--- src/rtl/fx_arb_if.sv ---
// fx arbiter bundle: two single-beat master request ports plus the shared fx slave bus.
// Modport master is the arbiter's view (drives fx strobes and completions); slave is the environment's view.
interface fx_arb_if #(
    parameter int AW = 16,
    parameter int DW = 8
);
    logic          m0_req;
    logic          m0_wr;
    logic [AW-1:0] m0_addr;
    logic [DW-1:0] m0_wdata;
    logic          m0_done;
    logic [DW-1:0] m0_rdata;

    logic          m1_req;
    logic          m1_wr;
    logic [AW-1:0] m1_addr;
    logic [DW-1:0] m1_wdata;
    logic          m1_done;
    logic [DW-1:0] m1_rdata;

    logic [AW-1:0] fx_waddr;
    logic          fx_wr;
    logic [DW-1:0] fx_data;
    logic          fx_rd;
    logic [AW-1:0] fx_raddr;
    logic [DW-1:0] fx_q;

    logic          busy;

    modport master (
        input  m0_req, m0_wr, m0_addr, m0_wdata,
        output m0_done, m0_rdata,
        input  m1_req, m1_wr, m1_addr, m1_wdata,
        output m1_done, m1_rdata,
        output fx_waddr, fx_wr, fx_data, fx_rd, fx_raddr,
        input  fx_q,
        output busy
    );

    modport slave (
        output m0_req, m0_wr, m0_addr, m0_wdata,
        input  m0_done, m0_rdata,
        output m1_req, m1_wr, m1_addr, m1_wdata,
        input  m1_done, m1_rdata,
        input  fx_waddr, fx_wr, fx_data, fx_rd, fx_raddr,
        output fx_q,
        input  busy
    );
endinterface

--- src/rtl/fx_arb.sv ---
// Round-robin arbiter/sequencer for one fx slave shared by two masters; write done at T+2, read done at T+2+RD_LAT.
// Masters hold req until their done pulse; the losing request simply waits for the next IDLE.
module fx_arb #(
    parameter int AW     = 16,
    parameter int DW     = 8,
    parameter int RD_LAT = 2
) (
    input  logic     clk_sys,
    input  logic     rst_n,
    fx_arb_if.master bus
);
    typedef enum logic [2:0] {
        IDLE  = 3'd0,
        WR    = 3'd1,
        RD    = 3'd2,
        RWAIT = 3'd3,
        DONE  = 3'd4
    } state_t;

    state_t        r_state;
    logic          r_last_gnt;
    logic          r_gnt;
    logic [3:0]    r_cnt;
    logic          r_fx_wr;
    logic          r_fx_rd;
    logic [AW-1:0] r_fx_waddr;
    logic [AW-1:0] r_fx_raddr;
    logic [DW-1:0] r_fx_data;
    logic          r_m0_done;
    logic          r_m1_done;
    logic [DW-1:0] r_m0_rdata;
    logic [DW-1:0] r_m1_rdata;
    logic          r_busy;

    logic          w_gnt_vld;
    logic          w_gnt_idx;
    logic          w_sel_wr;
    logic [AW-1:0] w_sel_addr;
    logic [DW-1:0] w_sel_wdata;

    // On a tie the master that did not win last time gets the bus.
    assign w_gnt_vld   = bus.m0_req | bus.m1_req;
    assign w_gnt_idx   = (bus.m0_req & bus.m1_req) ? ~r_last_gnt : bus.m1_req;
    assign w_sel_wr    = w_gnt_idx ? bus.m1_wr    : bus.m0_wr;
    assign w_sel_addr  = w_gnt_idx ? bus.m1_addr  : bus.m0_addr;
    assign w_sel_wdata = w_gnt_idx ? bus.m1_wdata : bus.m0_wdata;

    always_ff @(posedge clk_sys) begin
        if (!rst_n) begin
            r_state    <= IDLE;
            r_last_gnt <= 1'b1;
            r_gnt      <= 1'b0;
            r_cnt      <= '0;
            r_fx_wr    <= 1'b0;
            r_fx_rd    <= 1'b0;
            r_fx_waddr <= '0;
            r_fx_raddr <= '0;
            r_fx_data  <= '0;
            r_m0_done  <= 1'b0;
            r_m1_done  <= 1'b0;
            r_m0_rdata <= '0;
            r_m1_rdata <= '0;
            r_busy     <= 1'b0;
        end else begin
            r_fx_wr   <= 1'b0;
            r_fx_rd   <= 1'b0;
            r_m0_done <= 1'b0;
            r_m1_done <= 1'b0;
            case (r_state)
                IDLE: begin
                    if (w_gnt_vld) begin
                        r_gnt      <= w_gnt_idx;
                        r_last_gnt <= w_gnt_idx;
                        r_busy     <= 1'b1;
                        if (w_sel_wr) begin
                            r_fx_wr    <= 1'b1;
                            r_fx_waddr <= w_sel_addr;
                            r_fx_data  <= w_sel_wdata;
                            r_state    <= WR;
                        end else begin
                            r_fx_rd    <= 1'b1;
                            r_fx_raddr <= w_sel_addr;
                            r_state    <= RD;
                        end
                    end
                end
                WR: begin
                    r_m0_done <= ~r_gnt;
                    r_m1_done <= r_gnt;
                    r_state   <= DONE;
                end
                RD: begin
                    r_cnt   <= 4'(RD_LAT - 1);
                    r_state <= RWAIT;
                end
                RWAIT: begin
                    if (r_cnt == 4'd0) begin
                        if (r_gnt) begin
                            r_m1_rdata <= bus.fx_q;
                        end else begin
                            r_m0_rdata <= bus.fx_q;
                        end
                        r_m0_done <= ~r_gnt;
                        r_m1_done <= r_gnt;
                        r_state   <= DONE;
                    end else begin
                        r_cnt <= r_cnt - 4'd1;
                    end
                end
                DONE: begin
                    r_busy  <= 1'b0;
                    r_state <= IDLE;
                end
                default: begin
                    r_busy  <= 1'b0;
                    r_state <= IDLE;
                end
            endcase
        end
    end

    assign bus.fx_wr    = r_fx_wr;
    assign bus.fx_rd    = r_fx_rd;
    assign bus.fx_waddr = r_fx_waddr;
    assign bus.fx_raddr = r_fx_raddr;
    assign bus.fx_data  = r_fx_data;
    assign bus.m0_done  = r_m0_done;
    assign bus.m1_done  = r_m1_done;
    assign bus.m0_rdata = r_m0_rdata;
    assign bus.m1_rdata = r_m1_rdata;
    assign bus.busy     = r_busy;
endmodule
--- src/flat_wrapper.sv ---
// flat-port wrapper written by rule: the top's interface ports become plain ports
module fx_arb_flat 
#(
    parameter int AW     = 16,
    parameter int DW     = 8,
    parameter int RD_LAT = 2
)
  (clk_sys, rst_n, bus_m0_req, bus_m0_wr, bus_m0_addr, bus_m0_wdata, bus_m0_done, bus_m0_rdata, bus_m1_req, bus_m1_wr, bus_m1_addr, bus_m1_wdata, bus_m1_done, bus_m1_rdata, bus_fx_waddr, bus_fx_wr, bus_fx_data, bus_fx_rd, bus_fx_raddr, bus_fx_q, bus_busy);
  fx_arb_if #(.AW(AW), .DW(DW)) bus_i ();
  input  logic clk_sys;
  input  logic rst_n;
  input wire logic [$bits(bus_i.m0_req)-1:0] bus_m0_req;
  input wire logic [$bits(bus_i.m0_wr)-1:0] bus_m0_wr;
  input wire logic [$bits(bus_i.m0_addr)-1:0] bus_m0_addr;
  input wire logic [$bits(bus_i.m0_wdata)-1:0] bus_m0_wdata;
  output wire logic [$bits(bus_i.m0_done)-1:0] bus_m0_done;
  output wire logic [$bits(bus_i.m0_rdata)-1:0] bus_m0_rdata;
  input wire logic [$bits(bus_i.m1_req)-1:0] bus_m1_req;
  input wire logic [$bits(bus_i.m1_wr)-1:0] bus_m1_wr;
  input wire logic [$bits(bus_i.m1_addr)-1:0] bus_m1_addr;
  input wire logic [$bits(bus_i.m1_wdata)-1:0] bus_m1_wdata;
  output wire logic [$bits(bus_i.m1_done)-1:0] bus_m1_done;
  output wire logic [$bits(bus_i.m1_rdata)-1:0] bus_m1_rdata;
  output wire logic [$bits(bus_i.fx_waddr)-1:0] bus_fx_waddr;
  output wire logic [$bits(bus_i.fx_wr)-1:0] bus_fx_wr;
  output wire logic [$bits(bus_i.fx_data)-1:0] bus_fx_data;
  output wire logic [$bits(bus_i.fx_rd)-1:0] bus_fx_rd;
  output wire logic [$bits(bus_i.fx_raddr)-1:0] bus_fx_raddr;
  input wire logic [$bits(bus_i.fx_q)-1:0] bus_fx_q;
  output wire logic [$bits(bus_i.busy)-1:0] bus_busy;
  assign bus_i.m0_req = bus_m0_req;
  assign bus_i.m0_wr = bus_m0_wr;
  assign bus_i.m0_addr = bus_m0_addr;
  assign bus_i.m0_wdata = bus_m0_wdata;
  assign bus_m0_done = bus_i.m0_done;
  assign bus_m0_rdata = bus_i.m0_rdata;
  assign bus_i.m1_req = bus_m1_req;
  assign bus_i.m1_wr = bus_m1_wr;
  assign bus_i.m1_addr = bus_m1_addr;
  assign bus_i.m1_wdata = bus_m1_wdata;
  assign bus_m1_done = bus_i.m1_done;
  assign bus_m1_rdata = bus_i.m1_rdata;
  assign bus_fx_waddr = bus_i.fx_waddr;
  assign bus_fx_wr = bus_i.fx_wr;
  assign bus_fx_data = bus_i.fx_data;
  assign bus_fx_rd = bus_i.fx_rd;
  assign bus_fx_raddr = bus_i.fx_raddr;
  assign bus_i.fx_q = bus_fx_q;
  assign bus_busy = bus_i.busy;
  fx_arb #(.AW(AW), .DW(DW), .RD_LAT(RD_LAT)) u_core (.clk_sys(clk_sys), .rst_n(rst_n), .bus(bus_i));
endmodule
--- config.mk ---
export PLATFORM = sky130hd
export DESIGN_NAME = fx_arb_flat
export DESIGN_NICKNAME = d
export VERILOG_FILES = /design/src/rtl/fx_arb_if.sv /design/src/rtl/fx_arb.sv /design/src/flat_wrapper.sv
export SDC_FILE = /design/constraint.sdc
export NUM_CORES = 1
export LEC_CHECK = 0
export CORE_UTILIZATION = 62
export DETAILED_ROUTE_END_ITERATION = 8
export DONT_BUFFER_PORTS = 1
export PLACE_DENSITY = 0.78
export RECOVER_POWER = 50
export SYNTH_ARGS = -nofsm -noshare
export SYNTH_HDL_FRONTEND = slang
export SYNTH_SLANG_ARGS = --single-unit
--- constraint.sdc ---
create_clock -name clk_sys -period 2 [get_ports clk_sys]
set_input_delay 0.1 -clock clk_sys [delete_from_list [all_inputs] [get_ports clk_sys]]
set_output_delay 0.1 -clock clk_sys [all_outputs]
set_load 0.01 [all_outputs]
* Word level (Yosys, flattened, before mapping)
Cells that the tools add are included.
Word-level totals: register bits 70
Operators by class: eq/ne operators 6, muxes and demuxes 18, bitwise logic cells 6, add/subtract/negate cells 1, reduce and logical (&&, ||, !) cells 13
Operators by type and width (number):
- 16-bit two-way mux | 1
- 3-bit AND reduction | 5
- 3-bit case mux with 4 select lines | 1
- 8-bit two-way mux | 1
- 4-bit case mux with 2 select lines | 1
- 2-bit AND reduction | 4
- 1-bit two-way mux | 7
- 3-bit by 2-bit == test with 1-bit output (second input constant) | 2
- 3-bit two-way mux | 2
- 1-bit case mux with 2 select lines | 3
- 4-bit logical NOT | 1
- 4-bit two-way mux | 1
- 2-bit by 1-bit inequality test with 1-bit output (second input constant) | 2
- 1-bit NOT | 4
- 4-bit by 1-bit subtractor with 4-bit output (second input constant) | 1
- 3-bit by 1-bit == test with 1-bit output (second input constant) | 1
- 3-bit logical NOT | 1
- 3-bit OR reduction | 1
- 2-bit two-way mux | 1
- 2-bit inequality test (second input constant) | 1
- 2-bit nonzero test | 1
- 1-bit AND | 1
- 1-bit bitwise OR | 1

* Logic depth before layout (Yosys ltp)
depth after elaboration 6, depth in mapped cells 8, mapped depth without buffers 6

* Worst setup path before layout
Ideal clock, no wire load.
path type reg-to-reg, start register u_core.r_cnt[0], end register u_core.r_m0_rdata[0] (netlist: u_core.bus.m0_rdata[0]), arrival 1.627 ns, setup slack 0.257 ns, data required time 1.884 ns, stages on the path, launching flop included 9, setup time 0.116 ns, cells stage by stage dfxtp_1 inv_1 ha_1 or3b_1 clkbuf_1 nor3b_1 buf_4 mux2i_1 nor2b_1
Between the ends: longest elaborated chain between the ends 2
RTL lines:
- start: declaration | RTL line fx_arb.sv:23 | logic [3:0] r_cnt;
- start signal: assignment | RTL line fx_arb.sv:93 | r_cnt <= 4'(RD_LAT - 1);
- start signal: assignment | RTL line fx_arb.sv:107 | r_cnt <= r_cnt - 4'd1;
- 4-bit logical NOT | RTL line fx_arb.sv:97 | if (r_cnt == 4'd0) begin
- 3-bit AND reduction (no line)
- end signal: assignment | RTL line fx_arb.sv:101 | r_m0_rdata <= bus.fx_q;
- end: declaration | RTL line fx_arb.sv:31 | logic [DW-1:0] r_m0_rdata;
Every way passes these cells. A chain may end at the register's enable or synchronous reset.

* Worst setup path after layout
start register u_core.r_cnt[0], end register u_core.r_m0_rdata[2] (netlist: u_core.bus.m0_rdata[2])
Same word-level chain as after synthesis.

==> metrics.log <==
INFO  metric worst-slew-pin-transition = ~0.55 ns
INFO  metric cts-buffers-inserted = 9
INFO  metric finalWirelength = 7.23 mm
INFO  metric power.leakage = around 0.0016 uW
INFO  metric worst-setup-path-type = reg2reg
INFO  metric area_fraction_in_compound_gates_after_synthesis = 0.212
INFO  metric total_switching_power = between 900 and 1000 uW
INFO  metric nets_in_the_synthesized_netlist = around 400
INFO  metric insertedDiodeCount = 0
INFO  metric synth.mux.area_fraction = 0.102
INFO  metric tritoncts_num_sinks = 70
INFO  metric critPathMaxStageDelay = between 0.4 and 0.5 ns
INFO  metric grt_overflow_total = 0
INFO  metric remaining_drc_errors = 0
INFO  metric detailed_place_hpwl = between 4 and 5 mm
INFO  metric critical-path-top-delay-family = simple AND/OR/NAND/NOR gates
INFO  metric dieArea = approximately 5500 sq um
INFO  metric synth.lib_cells_used.distinct = 38
INFO  metric timing.slew.headroom = 0.630
INFO  metric clock_insertion_delay_at_the_later_pin_of_the_skew_report = approximately 0.35 ns
INFO  metric port-buffer-count = 0
INFO  metric yosys.area.top_type = sky130_fd_sc_hd__dfxtp_1
INFO  metric clockBufferDepth = 2
INFO  metric filler_cell_count = ~400
INFO  metric hold_viol = 0
INFO  metric finalClockSkew = 0.00641 ns
INFO  metric outcome = completed
INFO  metric routed-via-count = approximately 2500
INFO  metric main_combinational_cell_family_by_area_after_synthesis = compound AO/OA/AOI/OAI gates
INFO  metric p_seq_frac = 0.497
INFO  metric synthAdderAreaFrac = 0.00771
INFO  metric critPathMaxFanout = 8
INFO  metric gp_routability_congestion = slightly below 0.8
INFO  metric combinationalPowerShare = 0.167
INFO  metric floorplan.core_area = about 5000 sq um
INFO  metric power.ir.vdd_worst = 0.613 mV
INFO  metric route.antenna.remaining_nets = 0
INFO  metric postSynth.topFlopCell = sky130_fd_sc_hd__dfxtp_1
INFO  metric maxCapViolCount = 0
INFO  metric final-seq-area = roughly 1400 sq um
INFO  metric post_synth.cell_area_avg = 9.57 sq um
INFO  metric r2r_start = u_core.r_cnt[0]
INFO  metric number_of_antenna_violations_at_the_first_check_in_global_routing = 0
INFO  metric timing.setup.tns = 0 ns
INFO  metric setup_viol = 0
INFO  metric cts_root_buf = sky130_fd_sc_hd__clkbuf_8
INFO  metric wire_length_of_the_first_global_routing_pass = 11.0 mm
INFO  metric layout.cells.most_common = sky130_fd_sc_hd__dfxtp_1
INFO  metric beginning_of_the_worst_hold_path = bus_m0_req
INFO  metric io-pin-count = 123
INFO  metric endpoint_kind = register
INFO  metric power.share.switching = 0.286
INFO  metric number_of_flops_mapped_to_enable_cells_by_yosys = 0
INFO  metric synthesis_stage_register_bit_count = 70
INFO  metric finalCritPeriodShare = 0.920
INFO  metric type_of_element_launching_the_critical_path = register
INFO  metric mostFrequentLayoutCells = sky130_fd_sc_hd__dfxtp_1, sky130_fd_sc_hd__mux2i_1, sky130_fd_sc_hd__inv_1
INFO  metric vias_in_the_first_global_route = 2317
INFO  metric report.final.slew_viol_count = 0
INFO  metric vias_per_cell = ~6.2
INFO  metric synth.cell_area = 3240 sq um
INFO  metric cp.buffers_inverters = 2
INFO  metric grtUsageTotal = 0.269
INFO  metric worst_hold_path.endpoint = u_core.r_state[1]
INFO  metric syn-instance-count = 339
INFO  metric share_of_cells_above_drive_strength_1 = 0.0930
INFO  metric row_count = 25
INFO  metric grt_max_degree = 67
INFO  metric hold_path_depth = 4
INFO  metric power-per-cell-area = 948 nW/um^2
INFO  metric worstHoldPathType = in2reg
INFO  metric routedWlPerCell = approximately 18 microns
INFO  metric dpl_cells = between 300 and 400
INFO  metric asyncSetResetFlopFracSynth = 0
INFO  metric setup_repair_after_global_routing_missed_its_margin = no
INFO  metric final-instance-count-excl-fill = about 410
INFO  metric netlist.area_leader.share = 0.432
INFO  metric critical_path_cell_by_cell = inv_1 > ha_1 > or3b_4 > nor3b_2 > buf_4 > mux2i_1 > nor2b_1
INFO  metric p_clk_frac = 0.336
INFO  metric rrSetupSlack = roughly 0.16 ns
INFO  metric layout.nets = 403
INFO  metric r2r_end = u_core.bus.m0_rdata[2]
INFO  metric worstRegToRegCells = 7
INFO  metric area_growth_syn_to_layout = 10.9%
INFO  metric cts.reportedPaths.clkPinSlew = 0.07 ns
INFO  metric critical_path_arrival = between 2 and 2.5 ns
INFO  metric dr.pass1.iters = 4
INFO  metric synth_xor_xnor_area_share = 0.00540
INFO  metric simple_gate_area_share_of_the_yosys_netlist = 0.157
INFO  metric ys_seq_area_frac = 0.432
INFO  metric buffer_count_from_post_cts_setup_fixing = 0
INFO  metric multiInputGateArea = 1590 sq um
INFO  metric achievable-frequency = around 540 MHz
INFO  metric die_x = about 74 microns
INFO  metric dr.first_iter.drc_count = 149
INFO  metric clock_tree.htree_level_count = 3
INFO  metric timing.critical_path.slowest_stage_cell = sky130_fd_sc_hd__or3b_4
INFO  metric synth_top_cells_by_area = sky130_fd_sc_hd__dfxtp_1, sky130_fd_sc_hd__mux2i_1, sky130_fd_sc_hd__o221a_1
INFO  metric floorplan.initialDensity = 0.665
INFO  metric ys_warn_count = 0
INFO  metric internal_dissipation = 2440 uW
INFO  metric clock_tree_from_tritoncts = built
INFO  metric post-route-min-period = approximately 1.8 ns
INFO  metric chipHeight = 74.3 microns
INFO  metric timing.hold.ws = roughly 0.017 ns
INFO  metric worst-endpoint-required = ~2.2 ns
metrics by stage:
stage | worst slack [ns] | cell area (sq um) | util | total power, uW
6_report | 0.159 | 3600 | 0.737 | 3410
5_1_grt | 0.0730 | 3600 | 0.737 | 3560
3_3_place_gp | 0.192 | 3270 | 0.670 | 2230
2_1_floorplan | 0.257 | 3240 | - | 2150
4_1_cts | 0.124 | 3600 | 0.737 | 3420
3_5_place_dp | 0.137 | 3270 | 0.670 | 2250
cell families (layout without fill, tap and decap cells):
logic type | after synthesis | count (layout)
simple gates | 91 | 91
compound gates | 80 | 80
flops | 70 | 70
buf+inv | 61 | 66
mux | 33 | 33
fa+ha+maj | 2 | 2
xor+xnor | 2 | 2
area by class of cell:
cell class	instances	area share
clock inverter	3	0.0118
timing repair buffer	21	0.0581
sequential	70	0.389
inverter	29	0.0303
tap	67	0.0233
clock buffer	13	0.0442
multi-input combinational	208	0.443
power by group through the flow:
stage / clock network, uW / logic [uW] / registers [uW]
2_1_floorplan: 0 / 459 / 1690
3_5_place_dp: 0 / 518 / 1730
3_3_place_gp: 0 / 503 / 1720
6_report: 1150 / 569 / 1700
4_1_cts: 1160 / 562 / 1700
5_1_grt: 1220 / 627 / 1710
how the worst max path moves through the flow:
| stage | startpoint | endpoint | slack (ns) | cells past startpoint |
|---|---|---|---|---|
| 2_1_floorplan | u_core.r_cnt[0] | u_core.bus.m0_rdata[0] | 0.26 | 8 |
| 3_3_place_gp | u_core.r_cnt[0] | u_core.r_cnt[0] | 0.19 | 6 |
| 3_5_place_dp | u_core.r_cnt[0] | u_core.bus.m0_rdata[2] | 0.14 | 7 |
| 4_1_cts | u_core.r_cnt[0] | u_core.bus.m0_rdata[2] | 0.12 | 7 |
| 5_1_grt | u_core.r_cnt[0] | u_core.bus.m0_rdata[3] | 0.07 | 7 |
| 6_report | u_core.r_cnt[0] | u_core.bus.m0_rdata[2] | 0.16 | 7 |
flip-flops by register name (all words and copies together), names as in the netlist:
name / cells
u_core.bus.fx_raddr: 16
u_core.bus.fx_waddr: 16
u_core.bus.fx_data: 8
u_core.bus.m0_rdata: 8
u_core.bus.m1_rdata: 8
u_core.r_cnt: 4
u_core.r_state: 3
u_core.bus.busy: 1
u_core.bus.fx_rd: 1
u_core.bus.fx_wr: 1
u_core.bus.m0_done: 1
u_core.bus.m1_done: 1
u_core.r_gnt: 1
u_core.r_last_gnt: 1
worst reg2reg max path: stages (launching register included):
cell	delay (ns)
sky130_fd_sc_hd__dfxtp_1	0.36
sky130_fd_sc_hd__inv_1	0.10
sky130_fd_sc_hd__ha_1	0.19
sky130_fd_sc_hd__or3b_4	0.43
sky130_fd_sc_hd__nor3b_2	0.17
sky130_fd_sc_hd__buf_4	0.21
sky130_fd_sc_hd__mux2i_1	0.21
sky130_fd_sc_hd__nor2b_1	0.07
synthesized netlist by cell type, types with 2 or more instances:
library cell	number
sky130_fd_sc_hd__xor2_1	2
sky130_fd_sc_hd__buf_4	5
sky130_fd_sc_hd__mux2i_1	33
sky130_fd_sc_hd__nor2b_1	19
sky130_fd_sc_hd__a21boi_0	2
sky130_fd_sc_hd__and2_1	2
sky130_fd_sc_hd__o221a_1	24
sky130_fd_sc_hd__nand3_1	16
sky130_fd_sc_hd__o21ai_0	3
sky130_fd_sc_hd__nand4_1	2
sky130_fd_sc_hd__nand2b_1	2
sky130_fd_sc_hd__nor3b_1	2
sky130_fd_sc_hd__ha_1	2
sky130_fd_sc_hd__nor3_1	25
sky130_fd_sc_hd__dfxtp_1	70
sky130_fd_sc_hd__buf_2	8
sky130_fd_sc_hd__and3_1	3
sky130_fd_sc_hd__nor2_1	7
sky130_fd_sc_hd__buf_6	2
sky130_fd_sc_hd__clkbuf_1	17
sky130_fd_sc_hd__inv_1	29
sky130_fd_sc_hd__o21ai_1	2
sky130_fd_sc_hd__nand2_1	6
sky130_fd_sc_hd__a21oi_1	4
sky130_fd_sc_hd__o211a_1	16
sky130_fd_sc_hd__a31oi_1	24
what timing repair did:
| item | in CTS | in global routing |
|---|---|---|
| endpoints found under the setup margin | 0 | 3 |
| hold buffers | 11 | 0 |
| endpoints found under the hold margin | 67 | 0 |
| gates resized for setup | 0 | 2 |
layer usage:
| metal | GRT usage | up-vias | wire, microns |
|---|---|---|---|
| met3 | 0.0935 | 13 | 649 |
| li1 | - | 1235 | - |
| met1 | 0.339 | 1182 | 3120 |
| met5 | 0 | - | 0 |
| met4 | 0.155 | 0 | 189 |
| met2 | 0.400 | 106 | 3270 |
(Power assumes the default switching activity.)
